## config.mk

```make
export PLATFORM = sky130hd
export DESIGN_NAME = mem_port_arbiter_flat
export DESIGN_NICKNAME = d
export VERILOG_FILES = /design/src/rtl/mem_port_arbiter_if.sv /design/src/rtl/mem_port_arbiter.sv /design/src/flat_wrapper.sv
export SDC_FILE = /design/constraint.sdc
export NUM_CORES = 1
export LEC_CHECK = 0
export CORE_ASPECT_RATIO = 2
export CORE_MARGIN = 1
export CORE_UTILIZATION = 44
export DETAILED_ROUTE_END_ITERATION = 8
export GPL_TIMING_DRIVEN = 0
export PLACE_DENSITY = 0.86
export SYNTH_ARGS = -nofsm -noshare
export SYNTH_HDL_FRONTEND = slang
export SYNTH_SLANG_ARGS = --single-unit
```

## constraint.sdc

```tcl
create_clock -name clk_i -period 4.6 [get_ports clk_i]
set_input_delay 1.15 -clock clk_i [delete_from_list [all_inputs] [get_ports clk_i]]
set_output_delay 1.15 -clock clk_i [all_outputs]
set_load 0.05 [all_outputs]
```

## src/rtl/mem_port_arbiter_if.sv

```systemverilog
// Request/response bundle shared by the fetch port, the data port and the memory port.
// The slave modport is the arbiter's view; master is the environment around it.
interface mem_port_arbiter_if #(
  parameter int ADDR_W = 32,
  parameter int DATA_W = 32
);
  logic              if_req_i;
  logic [ADDR_W-1:0] if_addr_i;
  logic              if_ready_o;
  logic [DATA_W-1:0] if_rdata_o;

  logic              dm_req_i;
  logic              dm_we_i;
  logic [ADDR_W-1:0] dm_addr_i;
  logic [DATA_W-1:0] dm_wdata_i;
  logic              dm_ready_o;
  logic [DATA_W-1:0] dm_rdata_o;

  logic              mem_req_o;
  logic              mem_we_o;
  logic [ADDR_W-1:0] mem_addr_o;
  logic [DATA_W-1:0] mem_wdata_o;
  logic              mem_ack_i;
  logic [DATA_W-1:0] mem_rdata_i;

  logic              busy_o;

  modport slave (
    input  if_req_i, if_addr_i,
    output if_ready_o, if_rdata_o,
    input  dm_req_i, dm_we_i, dm_addr_i, dm_wdata_i,
    output dm_ready_o, dm_rdata_o,
    output mem_req_o, mem_we_o, mem_addr_o, mem_wdata_o,
    input  mem_ack_i, mem_rdata_i,
    output busy_o
  );

  modport master (
    output if_req_i, if_addr_i,
    input  if_ready_o, if_rdata_o,
    output dm_req_i, dm_we_i, dm_addr_i, dm_wdata_i,
    input  dm_ready_o, dm_rdata_o,
    input  mem_req_o, mem_we_o, mem_addr_o, mem_wdata_o,
    output mem_ack_i, mem_rdata_i,
    input  busy_o
  );
endinterface

```

## src/rtl/mem_port_arbiter.sv

```systemverilog
// Shares one single-ported memory between instruction fetch and the data stage.
// Data wins ties; a saturating streak counter hands fetch a turn after MAX_STREAK data grants.
module mem_port_arbiter #(
  parameter int ADDR_W     = 32,
  parameter int DATA_W     = 32,
  parameter int MAX_STREAK = 4
) (
  input  logic                clk_i,
  input  logic                rst_i,
  mem_port_arbiter_if.slave   bus
);
  localparam int              SW         = $clog2(MAX_STREAK + 1);
  localparam logic [SW-1:0]   STREAK_MAX = SW'(MAX_STREAK);

  typedef enum logic [2:0] {IDLE, BUSY_I, BUSY_D, RESP_I, RESP_D} state_t;

  typedef struct packed {
    logic              req;
    logic              we;
    logic [ADDR_W-1:0] addr;
    logic [DATA_W-1:0] wdata;
  } mem_cmd_t;

  typedef struct packed {
    logic              ready;
    logic [DATA_W-1:0] rdata;
  } port_rsp_t;

  state_t    state_q, state_d;
  mem_cmd_t  cmd_q, cmd_d;
  port_rsp_t if_q, if_d, dm_q, dm_d;
  logic [SW-1:0] streak_q, streak_d;
  logic      busy_q, busy_d;
  logic      arb, ir, dr, gnt_i, gnt_d;

  always_ff @(posedge clk_i) begin
    if (rst_i) begin
      state_q  <= IDLE;
      cmd_q    <= '0;
      if_q     <= '0;
      dm_q     <= '0;
      streak_q <= '0;
      busy_q   <= 1'b0;
    end else begin
      state_q  <= state_d;
      cmd_q    <= cmd_d;
      if_q     <= if_d;
      dm_q     <= dm_d;
      streak_q <= streak_d;
      busy_q   <= busy_d;
    end
  end

  always_comb begin
    state_d     = state_q;
    cmd_d       = cmd_q;
    if_d        = if_q;
    if_d.ready  = 1'b0;
    dm_d        = dm_q;
    dm_d.ready  = 1'b0;
    streak_d    = streak_q;

    // The port just served may still hold its request in its RESP cycle, so mask it.
    arb   = (state_q == IDLE) || (state_q == RESP_I) || (state_q == RESP_D);
    ir    = bus.if_req_i && (state_q != RESP_I);
    dr    = bus.dm_req_i && (state_q != RESP_D);
    gnt_d = arb && dr && !(ir && (streak_q == STREAK_MAX));
    gnt_i = arb && ir && !gnt_d;

    case (state_q)
      BUSY_I: begin
        if (bus.mem_ack_i) begin
          if_d.rdata = bus.mem_rdata_i;
          if_d.ready = 1'b1;
          cmd_d.req  = 1'b0;
          cmd_d.we   = 1'b0;
          state_d    = RESP_I;
        end
      end
      BUSY_D: begin
        if (bus.mem_ack_i) begin
          if (!cmd_q.we) dm_d.rdata = bus.mem_rdata_i;
          dm_d.ready = 1'b1;
          cmd_d.req  = 1'b0;
          cmd_d.we   = 1'b0;
          state_d    = RESP_D;
        end
      end
      default: begin
        state_d = IDLE;
        if (gnt_d) begin
          state_d = BUSY_D;
          cmd_d   = '{req: 1'b1, we: bus.dm_we_i, addr: bus.dm_addr_i, wdata: bus.dm_wdata_i};
          if (!bus.if_req_i)               streak_d = '0;
          else if (streak_q != STREAK_MAX) streak_d = streak_q + SW'(1);
        end else if (gnt_i) begin
          state_d  = BUSY_I;
          cmd_d    = '{req: 1'b1, we: 1'b0, addr: bus.if_addr_i, wdata: DATA_W'(0)};
          streak_d = '0;
        end
      end
    endcase

    busy_d = (state_d != IDLE);
  end

  assign bus.mem_req_o   = cmd_q.req;
  assign bus.mem_we_o    = cmd_q.we;
  assign bus.mem_addr_o  = cmd_q.addr;
  assign bus.mem_wdata_o = cmd_q.wdata;
  assign bus.if_ready_o  = if_q.ready;
  assign bus.if_rdata_o  = if_q.rdata;
  assign bus.dm_ready_o  = dm_q.ready;
  assign bus.dm_rdata_o  = dm_q.rdata;
  assign bus.busy_o      = busy_q;
endmodule

```

## src/flat_wrapper.sv

```systemverilog
// flat-port wrapper written by rule: the top's interface ports become plain ports
module mem_port_arbiter_flat 
#(
  parameter int ADDR_W     = 32,
  parameter int DATA_W     = 32,
  parameter int MAX_STREAK = 4
)
  (clk_i, rst_i, bus_if_req_i, bus_if_addr_i, bus_if_ready_o, bus_if_rdata_o, bus_dm_req_i, bus_dm_we_i, bus_dm_addr_i, bus_dm_wdata_i, bus_dm_ready_o, bus_dm_rdata_o, bus_mem_req_o, bus_mem_we_o, bus_mem_addr_o, bus_mem_wdata_o, bus_mem_ack_i, bus_mem_rdata_i, bus_busy_o);
  mem_port_arbiter_if #(.ADDR_W(ADDR_W), .DATA_W(DATA_W)) bus_i ();
  input  logic clk_i;
  input  logic rst_i;
  input wire logic [$bits(bus_i.if_req_i)-1:0] bus_if_req_i;
  input wire logic [$bits(bus_i.if_addr_i)-1:0] bus_if_addr_i;
  output wire logic [$bits(bus_i.if_ready_o)-1:0] bus_if_ready_o;
  output wire logic [$bits(bus_i.if_rdata_o)-1:0] bus_if_rdata_o;
  input wire logic [$bits(bus_i.dm_req_i)-1:0] bus_dm_req_i;
  input wire logic [$bits(bus_i.dm_we_i)-1:0] bus_dm_we_i;
  input wire logic [$bits(bus_i.dm_addr_i)-1:0] bus_dm_addr_i;
  input wire logic [$bits(bus_i.dm_wdata_i)-1:0] bus_dm_wdata_i;
  output wire logic [$bits(bus_i.dm_ready_o)-1:0] bus_dm_ready_o;
  output wire logic [$bits(bus_i.dm_rdata_o)-1:0] bus_dm_rdata_o;
  output wire logic [$bits(bus_i.mem_req_o)-1:0] bus_mem_req_o;
  output wire logic [$bits(bus_i.mem_we_o)-1:0] bus_mem_we_o;
  output wire logic [$bits(bus_i.mem_addr_o)-1:0] bus_mem_addr_o;
  output wire logic [$bits(bus_i.mem_wdata_o)-1:0] bus_mem_wdata_o;
  input wire logic [$bits(bus_i.mem_ack_i)-1:0] bus_mem_ack_i;
  input wire logic [$bits(bus_i.mem_rdata_i)-1:0] bus_mem_rdata_i;
  output wire logic [$bits(bus_i.busy_o)-1:0] bus_busy_o;
  assign bus_i.if_req_i = bus_if_req_i;
  assign bus_i.if_addr_i = bus_if_addr_i;
  assign bus_if_ready_o = bus_i.if_ready_o;
  assign bus_if_rdata_o = bus_i.if_rdata_o;
  assign bus_i.dm_req_i = bus_dm_req_i;
  assign bus_i.dm_we_i = bus_dm_we_i;
  assign bus_i.dm_addr_i = bus_dm_addr_i;
  assign bus_i.dm_wdata_i = bus_dm_wdata_i;
  assign bus_dm_ready_o = bus_i.dm_ready_o;
  assign bus_dm_rdata_o = bus_i.dm_rdata_o;
  assign bus_mem_req_o = bus_i.mem_req_o;
  assign bus_mem_we_o = bus_i.mem_we_o;
  assign bus_mem_addr_o = bus_i.mem_addr_o;
  assign bus_mem_wdata_o = bus_i.mem_wdata_o;
  assign bus_i.mem_ack_i = bus_mem_ack_i;
  assign bus_i.mem_rdata_i = bus_mem_rdata_i;
  assign bus_busy_o = bus_i.busy_o;
  mem_port_arbiter #(.ADDR_W(ADDR_W), .DATA_W(DATA_W), .MAX_STREAK(MAX_STREAK)) u_core (.clk_i(clk_i), .rst_i(rst_i), .bus(bus_i));
endmodule
```

After elaboration in Yosys (flattened, before gate mapping)
Index checks and enable logic that the tools add are counted.
W data, S select, Z words.
- $add $sub $neg: 1
- $mul: 0
- div/mod/pow operators: 0
- $lt $le $gt $ge: 0
- equality and inequality tests: 10
- shifts and indexed selects: 0
- mux-type cells: 16
- bitwise gates (word level): 4
- reductions and logical operators: 23
- operators with widths (operator ; number):
    $mux W66 ; 2
    $mux W33 ; 2
    $mux W32 ; 1
    $mux W3 ; 7
    $ne A3 B3 Y1 const B ; 3
    $logic_and A1 B1 Y1 ; 7
    $eq A3 B2 Y1 const B ; 2
    $eq A3 B3 Y1 const B ; 2
    $pmux W3 S2 ; 1
    $reduce_and A2 Y1 ; 3
    $reduce_and A3 Y1 ; 2
    $reduce_bool A3 Y1 ; 2
    $reduce_or A2 Y1 ; 3
    $mux W2 ; 2
    $not A1 Y1 ; 4
    $add A3 B1 Y3 const B ; 1
    $eq A3 B1 Y1 const B ; 1
    $logic_not A3 Y1 ; 1
    $ne A3 B2 Y1 const B ; 1
    $logic_not A1 Y1 ; 2
    $logic_or A1 B1 Y1 ; 2
    $ne A2 B1 Y1 const B ; 1
    $reduce_bool A2 Y1 ; 1
    $mux W1 ; 1
- register bits: 139
- bits in latches: 0
- memory bits (writable): 0
- memory bits (read-only): 0
- input port bits: 134
- output and inout bits: 133
- word-level logic and storage cells: 65
- memories kept: 0

Longest topological paths before layout
Gate-level depths: netlist (run 1).
- word-level depth: 11
- mapped depth: 6
- gate-level depth less buffers: 5

Worst setup path after synthesis (run 1)
Ideal clock, no wire load.
- path kind: input-to-reg
- from: input bus_if_req_i
- to: register u_core.cmd_q (netlist bit u_core.bus.mem_addr_o[23])
- setup time: 150 ps
- arrival: 2148 ps
- data required time: 4450 ps
- slack: 2302 ps
- cell stages on the path: 6
- buffers on the path: 3
- cells stage by stage: buf_4 > nor3b_1 > buf_4 > buf_4 > mux2i_1 > a221oi_2
- cells in the longest elaborated chain, start to end: 8
- elaborated cells between the ends (all ways): 10
- those cells by class: mux: 1; reduce/logical: 9
- RTL lines (what ; RTL line ; RTL):
    from (decl) ; flat_wrapper.sv:12 ; input wire logic [$bits(bus_i.if_req_i)-1:0] bus_if_req_i;
    $logic_and A1 B1 Y1 (*) ; mem_port_arbiter.sv:65 ; ir = bus.if_req_i && (state_q != RESP_I);
    $logic_and A1 B1 Y1 ; mem_port_arbiter.sv:67 ; gnt_d = arb && dr && !(ir && (streak_q == STREAK_MAX));
    $logic_not A1 Y1 ; mem_port_arbiter.sv:67 ;
    $logic_and A1 B1 Y1 ; mem_port_arbiter.sv:67 ;
    $logic_not A1 Y1 ; mem_port_arbiter.sv:68 ; gnt_i = arb && ir && !gnt_d;
    $logic_and A1 B1 Y1 ; mem_port_arbiter.sv:68 ;
    $reduce_bool A2 Y1 (no line) ; n/a ;
    $reduce_and A2 Y1 (no line) ; n/a ;
    to (signal assigned) ; mem_port_arbiter.sv:46 ; cmd_q <= cmd_d;
    to (decl) ; mem_port_arbiter.sv:30 ; mem_cmd_t cmd_q, cmd_d;
Mark *: on every way between the ends. The rest lies on a longest branch, timed or not.
A chain may end at the register's enable or synchronous reset.

Final worst setup path (run 1)
- from: register u_core.cmd_q (netlist bit u_core.bus.mem_we_o)
- to: output bus_mem_we_o
- RTL lines (what ; RTL line ; RTL):
    to (decl) ; flat_wrapper.sv:23 ; output wire logic [$bits(bus_i.mem_we_o)-1:0] bus_mem_we_o;
No word-level cell between the ends.

==> out/qor.tcl, run 1 <==
set qor(crit_type) {reg -> out}
set qor(seqCellArea_um2) 2780
set qor(grt_pass1_wl_um) 29500
set qor(post_cts.resized_instances) 0
set qor(worst_ep_required_time_ns) 3.45
set qor(placed_cells) 986
set qor(numPortBuffers) 264
set qor(run_status) {complete, no violations}
set qor(cts.path.max_buffers) 2
set qor(floorplan.core_area_um2) 12200
set qor(worst_case_register_to_register_setup_slack_ns) 2.59
set qor(comb_power_share) 0.261
set qor(initial_core_util) 0.456
set qor(drv_slew) 0
set qor(critical_path_depth) 1
set qor(combined_global_route_utilization_of_all_metal_layers) 0.297
set qor(timing.critical_path.to) {bus_mem_we_o}
set qor(tritoncts_num_sinks) 139
set qor(slowest_delay_ns) 0.87
set qor(grt_setup_unrepaired) {no}
set qor(maxSlewHeadroom) 0.521
set qor(min-delay-start) {u_core.bus.if_rdata_o[0]$_SDFFE_PP0P_}
set qor(postRouteWirelength_um) 19900
set qor(crit-reg2reg-launch) {u_core.streak_q[0]$_SDFFE_PP0P_}
set qor(post_synth_main_area_contributors) {sky130_fd_sc_hd__dfxtp_1 (50%), sky130_fd_sc_hd__mux2i_1 (6.1%), sky130_fd_sc_hd__a21oi_1 (6.0%)}
set qor(detail_route.drc_violations) 0
set qor(detail_route.iter0.violations) 289
set qor(timing.critical_path.max_delay_family) {buffers and inverters}
set qor(worst_r2r_path_depth) 6
set qor(cts-buffers-inserted) 17
set qor(synth_mux_area_frac) 0.0632
set qor(routedWlPerCell_um) 19.5
set qor(pin_count_of_the_biggest_net_entering_global_routing) 17
set qor(p_clk_frac) 0.379
set qor(globalRouteMet2Util) 0.550
set qor(design.die.area_um2) 13100
set qor(post-route-period-util) 0.632
set qor(n_antenna_cell) 0
set qor(fin_cells) 1018
set qor(synth_edf_count) 0
set qor(crit_chain) {clkdlybuf4s50_1}
set qor(clkSlewWorstSetupHoldPaths_ns) 0.06
set qor(global_route.peak_usage_layer) {met2}
set qor(routed-via-count) 5651
set qor(viasPerCell) 5.55
set qor(synth_flop_cell) {sky130_fd_sc_hd__dfxtp_1}
set qor(netlist_instances) 575
set qor(drv.max_cap_violation_count) 0
set qor(worstPathArrival_ns) 1.76
set qor(hold_vio_cnt_final) 0
set qor(fillerInstances) 851
set qor(worst-path-max-fanout) 8
set qor(gr-usage-met1) 0.247
set qor(fin_tns_setup_ns) 0
set qor(cts-htree-levels) 4
set qor(timing.critical_path.to_type) {output port}
set qor(cts_tree) {built}
set qor(clock_tree.root_cell) {sky130_fd_sc_hd__clkbuf_16}
set qor(yosys.area_share.adder) 0.00450
set qor(synth-seq-cells) 139
set qor(dp_worst_setup_slack_ns) 1.63
set qor(fp-row-count) 57
set qor(worstPathBufferInverterCount) 1
set qor(post-cts-setup-buffer-count) 0
set qor(area_growth_syn_to_layout_pct) 62.0
set qor(rr_endpoint) {u_core.bus.mem_wdata_o[23]$_SDFFE_PP0P_}
set qor(power_mw) 3.76
set qor(crit_slowest_cell) {sky130_fd_sc_hd__clkdlybuf4s50_1}
set qor(post-synth-top-area-fraction) 0.500
set qor(tightestPinTransition_ns) 0.719
set qor(cell_internal_pwr_mw) 2.56
set qor(skew_ns) 0.0127
set qor(gp_congestion) 0.833
set qor(total_power_density_per_cell_area_nw_per_um2) 418
set qor(detail_route.first_pass.iterations) 7
set qor(fmax_mhz) 344
set qor(grt_remaining_overflow) 0
set qor(chipHeight_um) 161
set qor(p_sw_frac) 0.319
set qor(vias_in_the_first_global_route) 5912
set qor(synthDominantAreaCellType) {sky130_fd_sc_hd__dfxtp_1}
set qor(mappedNetlistArea_um2) 5560
set qor(number_of_nets_with_antenna_violations_after_detailed_routing) 0
set qor(met3_usage) 0.103
set qor(share_of_post_route_cells_with_drive_strength_above_1) 0.0976
set qor(yosys.cell_types.count) 43
set qor(synth_xor_xnor_area_share) 0.00585
set qor(postSynthNetCount) 711
set qor(cellLeakagePower_nw) 3.30
set qor(synth-async-reset-ratio) 0
set qor(post_detail_place_hpwl_um) 15300
set qor(avgSynthCellArea_um2) 9.67
set qor(grt_antenna_before_repair) 0
set qor(number_of_nets_in_the_layout) 994
set qor(postCtsHoldBufs) 0
set qor(main_combinational_cell_family_by_area_after_synthesis) {compound AO/OA/AOI/OAI gates}
set qor(worst_setup_path_startpoint) {u_core.bus.mem_we_o$_SDFFE_PP0P_}
set qor(die_width_um) 81.5
set qor(yosys_warnings) 0
set qor(finalSetupViolations) 0
set qor(period_minus_slack_ns) 2.91
set qor(peakVddDrop_v) 0.000353
set qor(worst_hold_path_class) {reg -> reg}
set qor(multi_input_comb_area_um2) 2430
set qor(post-route-worst-setup-slack_ns) 1.69
set qor(design.portCount) 267
set qor(net-switching-power_mw) 1.20
set qor(register_area_share_after_synthesis) 0.500
set qor(post_synth_and_or_nand_nor_area_fraction) 0.142
set qor(power_frac_seq) 0.359
set qor(timing.critical_path.from_type) {flop}
set qor(compound_gate_fraction_of_synth_area) 0.222
set qor(worstSkewPairLatency_ns) 0.41
==> routing by layer <==
metal	part of all wire	wire length [um]
met3	0.093	1850
met1	0.32	6310
met2	0.53	10500
met4	0.061	1200
met5	0	0
==> worst min-delay path by stage <==
stage / to / slack (ns) / cells after the start
global placement: u_core.bus.if_rdata_o[20]$_SDFFE_PP0P_ / 0.45 / 2
floorplan: u_core.streak_q[0]$_SDFFE_PP0P_ / 0.48 / 2
finish: u_core.bus.if_rdata_o[0]$_SDFFE_PP0P_ / 0.46 / 2
global route: u_core.bus.if_rdata_o[2]$_SDFFE_PP0P_ / 0.48 / 2
CTS: u_core.bus.if_rdata_o[4]$_SDFFE_PP0P_ / 0.46 / 2
detailed placement: u_core.bus.if_rdata_o[18]$_SDFFE_PP0P_ / 0.45 / 2
==> flip-flops by register name, indices dropped and copies added, names as in the netlist, 3 cells and up <==
name                    cells
u_core.state_q              3
u_core.bus.mem_addr_o      32
u_core.streak_q             3
u_core.bus.if_rdata_o      32
u_core.bus.mem_wdata_o     32
u_core.bus.dm_rdata_o      32
==> worst reg2reg max path, delay by kind of cell, from the launching register on <==
family | cells | cell delay, ns
flops | 1 | 0.37
compound gates | 1 | 0.17
fa+ha+maj | 1 | 0.29
buf+inv | 2 | 0.32
simple gates | 2 | 0.80
==> placed cells by master (no fill, tap or decap), types with 3 or more instances in the layout <==
master	Yosys	layout
sky130_fd_sc_hd__nand2_1	67	67
sky130_fd_sc_hd__a21oi_1	67	67
sky130_fd_sc_hd__buf_6	11	11
sky130_fd_sc_hd__a221oi_2	16	16
sky130_fd_sc_hd__a221oi_1	16	16
sky130_fd_sc_hd__o21ai_0	33	33
sky130_fd_sc_hd__clkbuf_16	0	17
sky130_fd_sc_hd__mux2i_1	34	34
sky130_fd_sc_hd__clkinv_4	0	4
sky130_fd_sc_hd__bufinv_16	0	3
sky130_fd_sc_hd__nand3_1	35	35
sky130_fd_sc_hd__nand2b_1	5	5
sky130_fd_sc_hd__clkbuf_1	26	26
sky130_fd_sc_hd__nor2_1	36	36
sky130_fd_sc_hd__dfxtp_1	139	139
sky130_fd_sc_hd__buf_1	3	3
sky130_fd_sc_hd__buf_4	4	4
sky130_fd_sc_hd__buf_2	12	12
sky130_fd_sc_hd__clkdlybuf4s50_1	0	264
sky130_fd_sc_hd__inv_1	4	4
sky130_fd_sc_hd__inv_6	0	4
sky130_fd_sc_hd__a22o_1	32	32
==> power by group through the flow <==
| stage | Combinational, mW | Sequential [mW] | Clock, mW |
|---|---|---|---|
| 2_1_floorplan | 0.303 | 1.66 | 0 |
| 4_1_cts | 0.981 | 1.35 | 1.45 |
| 5_1_grt | 1.03 | 1.36 | 1.49 |
| 3_3_place_gp | 0.956 | 1.37 | 0 |
| 6_report | 0.983 | 1.35 | 1.43 |
| 3_5_place_dp | 0.975 | 1.38 | 0 |
==> cells by family (layout without fill, tap and decap cells) <==
logic type | after synthesis | in the layout
DFF | 139 | 139
AOI/OAI and AO/OA | 173 | 173
adders and majority gates | 2 | 2
and+or+nand+nor | 163 | 163
xor gates and xnor gates | 2 | 2
muxes | 35 | 35
buffers and inverters | 61 | 357
==> synthesized netlist by cell type (2+ instances only) <==
master                      number
sky130_fd_sc_hd__dfxtp_1       139
sky130_fd_sc_hd__a21oi_1        67
sky130_fd_sc_hd__nand2_1        67
sky130_fd_sc_hd__nor2_1         36
sky130_fd_sc_hd__nand3_1        35
sky130_fd_sc_hd__mux2i_1        34
sky130_fd_sc_hd__o21ai_0        33
sky130_fd_sc_hd__a22o_1         32
sky130_fd_sc_hd__clkbuf_1       26
sky130_fd_sc_hd__a221oi_1       16
sky130_fd_sc_hd__a221oi_2       16
sky130_fd_sc_hd__buf_2          12
sky130_fd_sc_hd__buf_6          11
sky130_fd_sc_hd__nand2b_1        5
sky130_fd_sc_hd__buf_4           4
sky130_fd_sc_hd__inv_1           4
sky130_fd_sc_hd__buf_1           3
sky130_fd_sc_hd__a211oi_1        2
sky130_fd_sc_hd__and3_1          2
sky130_fd_sc_hd__ha_1            2
sky130_fd_sc_hd__nand4bb_1       2
sky130_fd_sc_hd__nor2b_1         2
sky130_fd_sc_hd__nor3_1          2
sky130_fd_sc_hd__nor3b_1         2
sky130_fd_sc_hd__nor4bb_1        2
sky130_fd_sc_hd__o2111ai_1       2
==> stage by stage <==
stage	utilization	hold slack [ns]	cell area [um^2]
after global placement	0.688	0.446	8390
after CTS	0.739	0.462	9010
after detailed placement	0.688	0.451	8390
after global routing	0.739	0.484	9010
after floorplan	-	0.475	5560
final	0.739	0.457	9010
==> layout make-up <==
type                       count  area share
clock inverter                14      0.0204
timing repair buffer         264       0.293
inverter                       4     0.00167
sequential                   139       0.309
multi-input combinational    375       0.270
buffer                        57      0.0364
tap                          147      0.0204
clock buffer                  18      0.0487
Note: power is estimated with default switching activity, not from simulation.
==> run 2, diff against run 1 <==
--- a/config.mk
+++ b/config.mk
@@ -7,10 +7,10 @@
 export LEC_CHECK = 0
 export CORE_ASPECT_RATIO = 2
 export CORE_MARGIN = 1
-export CORE_UTILIZATION = 44
+export CORE_UTILIZATION = 37
 export DETAILED_ROUTE_END_ITERATION = 8
 export GPL_TIMING_DRIVEN = 0
-export PLACE_DENSITY = 0.86
+export PLACE_DENSITY = 0.77
 export SYNTH_ARGS = -nofsm -noshare
 export SYNTH_HDL_FRONTEND = slang
 export SYNTH_SLANG_ARGS = --single-unit
==> constraint.sdc (replaced) <==
create_clock -name clk_i -period 2.33 [get_ports clk_i]
set_input_delay 0.5825 -clock clk_i [delete_from_list [all_inputs] [get_ports clk_i]]
set_output_delay 0.5825 -clock clk_i [all_outputs]
set_load 0.05 [all_outputs]
==> run 2 against run 1 <==
Combinational power grew 95%. Non-clock buffer count unchanged. Register-to-register slack worse by 2.3 ns. Final cell count grew 4.7%. Critical path type unchanged. Sequential cell count unchanged. Die area increased by 19%. Count of clock-buffer cells in the layout grew 1. Cell area is 0.24% higher. Largest cell class unchanged. Sequential power is 96% higher. Routed wire length shrank 6.5%. Setup slack lost 1.6 ns. Critical endpoint is now bus_mem_req_o. Global-route usage is 5.7 points lower.
==> out/qor.tcl, run 2 (synthesized netlist as in run 1, its figures left out) <==
set qor(worst_ep_required_time_ns) 1.75 ;# -1.70 ns
set qor(detail_route.drc_violations) 0 ;# unchanged
set qor(worst_hold_path_class) {reg -> reg}
set qor(initial_core_util) 0.377 ;# -0.0787
set qor(clock_tree.root_cell) {sky130_fd_sc_hd__clkbuf_16}
set qor(viasPerCell) 5.08 ;# -8.4%
set qor(fin_tns_setup_ns) 0 ;# unchanged
set qor(postRouteWirelength_um) 18600 ;# -6.5%
set qor(combined_global_route_utilization_of_all_metal_layers) 0.240 ;# -0.0570
set qor(crit_type) {reg -> out}
set qor(fmax_mhz) 452
set qor(peakVddDrop_v) 0.000488 ;# +38%
set qor(drv.max_cap_violation_count) 0 ;# unchanged
set qor(stdcell_area_um2) 9030 ;# +0.24%
set qor(tritoncts_num_sinks) 139 ;# unchanged
set qor(postPlaceCellArea_um2) 8450 ;# +0.72%
set qor(timing.critical_path.from_type) {flop}
set qor(global_route.peak_usage_layer) {met2}
set qor(power_mw) 7.26 ;# +93%
set qor(p_sw_frac) 0.321 ;# +0.00194
set qor(worstSkewPairLatency_ns) 0.42 ;# about the same
set qor(design.portCount) 267 ;# unchanged
set qor(post-route-period-util) 0.948
set qor(cts-buffers-inserted) 17 ;# unchanged
set qor(cell_internal_pwr_mw) 4.93 ;# +92%
set qor(crit_chain) {clkdlybuf4s50_1}
set qor(worstPathBufferInverterCount) 1 ;# unchanged
set qor(total_power_density_per_cell_area_nw_per_um2) 804 ;# +92%
set qor(hold_vio_cnt_final) 0 ;# unchanged
set qor(gp_congestion) 0.819 ;# -1.7%
set qor(slowest_delay_ns) 0.85 ;# -0.02 ns
set qor(fp-row-count) 63 ;# +11%
set qor(post-route-worst-setup-slack_ns) 0.120 ;# -1.57 ns
set qor(routed-via-count) 5418 ;# -4.1%
set qor(clkSlewWorstSetupHoldPaths_ns) 0.07 ;# about the same
set qor(timing.critical_path.max_delay_family) {buffers and inverters}
set qor(period_minus_slack_ns) 2.21
set qor(worst_setup_path_startpoint) {u_core.bus.mem_req_o$_SDFFE_PP0P_}
set qor(drv_slew) 0 ;# unchanged
set qor(chipHeight_um) 175 ;# +8.9%
set qor(crit_slowest_cell) {sky130_fd_sc_hd__clkdlybuf4s50_1}
set qor(fillerInstances) 1308 ;# +54%
set qor(dp_worst_setup_slack_ns) -0.0926 ;# -1.73 ns
set qor(number_of_nets_in_the_layout) 994 ;# unchanged
set qor(n_antenna_cell) 0 ;# unchanged
set qor(timing.critical_path.to_type) {output port}
set qor(tightestPinTransition_ns) 0.737 ;# +0.0187 ns
set qor(grt_remaining_overflow) 0 ;# unchanged
set qor(most-common-layout-cells) {sky130_fd_sc_hd__clkdlybuf4s50_1 (263), sky130_fd_sc_hd__dfxtp_1 (139), sky130_fd_sc_hd__a21oi_1 (67), sky130_fd_sc_hd__nand2_1 (67), sky130_fd_sc_hd__nor2_1 (36)}
set qor(met3_usage) 0.0653 ;# -0.0375
set qor(worst_hold_slack_ns) 0.455 ;# -0.00231 ns
set qor(detail_route.first_pass.iterations) 6 ;# -1
set qor(globalRouteMet2Util) 0.447 ;# -0.103
set qor(power_frac_seq) 0.365 ;# +0.006
set qor(area_growth_syn_to_layout_pct) 62.4
set qor(routedWlPerCell_um) 17.4 ;# -11%
set qor(pin_count_of_the_biggest_net_entering_global_routing) 17 ;# unchanged
set qor(crit-reg2reg-launch) {u_core.streak_q[0]$_SDFFE_PP0P_}
set qor(timing.critical_path.to) {bus_mem_req_o}
set qor(die_width_um) 88.7 ;# +8.8%
set qor(run_status) {complete, no violations}
set qor(cellLeakagePower_nw) 3.28 ;# -0.48%
set qor(worst_r2r_path_depth) 6 ;# unchanged
set qor(grt_setup_unrepaired) {no}
set qor(critical_path_depth) 1 ;# unchanged
set qor(maxSlewHeadroom) 0.508 ;# -0.0125
set qor(grt_pass1_wl_um) 28200 ;# -4.7%
set qor(rr_endpoint) {u_core.bus.mem_wdata_o[20]$_SDFFE_PP0P_}
set qor(finalSetupViolations) 0 ;# unchanged
set qor(net-switching-power_mw) 2.33 ;# +94%
set qor(numPortBuffers) 264 ;# unchanged
set qor(vias_in_the_first_global_route) 5393 ;# -8.8%
set qor(comb_power_share) 0.265 ;# +0.004
set qor(worst-path-max-fanout) 3 ;# -5
set qor(gr-usage-met1) 0.231 ;# -0.0163
set qor(cts.path.max_buffers) 2 ;# unchanged
set qor(skew_ns) 0.00931 ;# -0.00335 ns
set qor(most_common_library_cell_in_the_layout_ignoring_fill_and_taps) {sky130_fd_sc_hd__clkdlybuf4s50_1}
set qor(detail_route.iter0.violations) 180 ;# -38%
set qor(p_clk_frac) 0.370 ;# -0.009
set qor(share_of_post_route_cells_with_drive_strength_above_1) 0.0964 ;# -0.00115
set qor(post_detail_place_hpwl_um) 14100 ;# -7.4%
set qor(worst_case_register_to_register_setup_slack_ns) 0.34 ;# -2.25 ns
set qor(worstPathArrival_ns) 1.63 ;# -0.13 ns
set qor(grt_antenna_before_repair) 0 ;# unchanged
set qor(floorplan.core_area_um2) 14700 ;# +21%
set qor(number_of_nets_with_antenna_violations_after_detailed_routing) 0 ;# unchanged
set qor(cts_tree) {built}
set qor(post-cts-setup-buffer-count) 0 ;# unchanged
set qor(cts-htree-levels) 4 ;# unchanged
set qor(design.die.area_um2) 15600 ;# +19%
## run 2: cell types whose count changed in the layout (fill, tap and decap cells not counted), sizes merged
cell | previous run | this run
clkinvlp | 1 | 2
bufinv | 3 | 2
dlygate4sd2 | 0 | 1
clkdlybuf4s50 | 264 | 263
clkbuf | 45 | 46
inv | 9 | 6
clkinv | 5 | 7
## run 2: worst min-delay path by stage
stage / startpoint / depth (start not counted) / endpoint
final: u_core.bus.if_rdata_o[13]$_SDFFE_PP0P_ / 2 / u_core.bus.if_rdata_o[13]$_SDFFE_PP0P_
after CTS: u_core.bus.if_rdata_o[16]$_SDFFE_PP0P_ / 2 / u_core.bus.if_rdata_o[16]$_SDFFE_PP0P_
after global routing: u_core.bus.if_rdata_o[2]$_SDFFE_PP0P_ / 2 / u_core.bus.if_rdata_o[2]$_SDFFE_PP0P_
after floorplan: u_core.streak_q[0]$_SDFFE_PP0P_ / 2 / u_core.streak_q[0]$_SDFFE_PP0P_
after detailed placement: u_core.bus.if_rdata_o[16]$_SDFFE_PP0P_ / 2 / u_core.bus.if_rdata_o[16]$_SDFFE_PP0P_
after global placement: u_core.bus.if_rdata_o[27]$_SDFFE_PP0P_ / 2 / u_core.bus.if_rdata_o[27]$_SDFFE_PP0P_
## run 2: final cells by class
type,instances,area (um^2),share of cell area
Buffer,57,328,0.0363
Clock buffer,19,443,0.0490
Clock inverter,13,143,0.0158
Inverter,4,15.0,0.00166
Multi-Input combinational cell,375,2430,0.270
Sequential cell,139,2780,0.308
Tap cell,195,244,0.0270
Timing Repair Buffer,264,2640,0.292
## run 2: per-layer routing
layer / vias to the layer above / wire [um]
li1: 2635 / -
met1: 2546 / 6400
met2: 195 / 10200
met3: 42 / 1220
met4: 0 / 739
met5: - / 0
## run 2: power groups by stage
stage	sequential (mW)	clock, mW	combinational [mW]
after floorplan	3.28	0	0.598
after global routing	2.67	2.83	2.02
after global placement	2.69	0	1.91
final	2.65	2.69	1.92
after CTS	2.65	2.73	1.93
after detailed placement	2.70	0	1.92
## run 2: stage by stage
stage / instances / utilization
finish: 1066 / 0.613
global route: 1066 / 0.613
CTS: 1066 / 0.613
detailed placement: 1034 / 0.573
global placement: 1034 / 0.573
floorplan: 575 / -
## run 2: timing repair
item,in CTS,in global routing
hold buffers,0,0
setup endpoints to repair,1,0
gates resized for setup,1,0
endpoints found under the hold margin,0,0
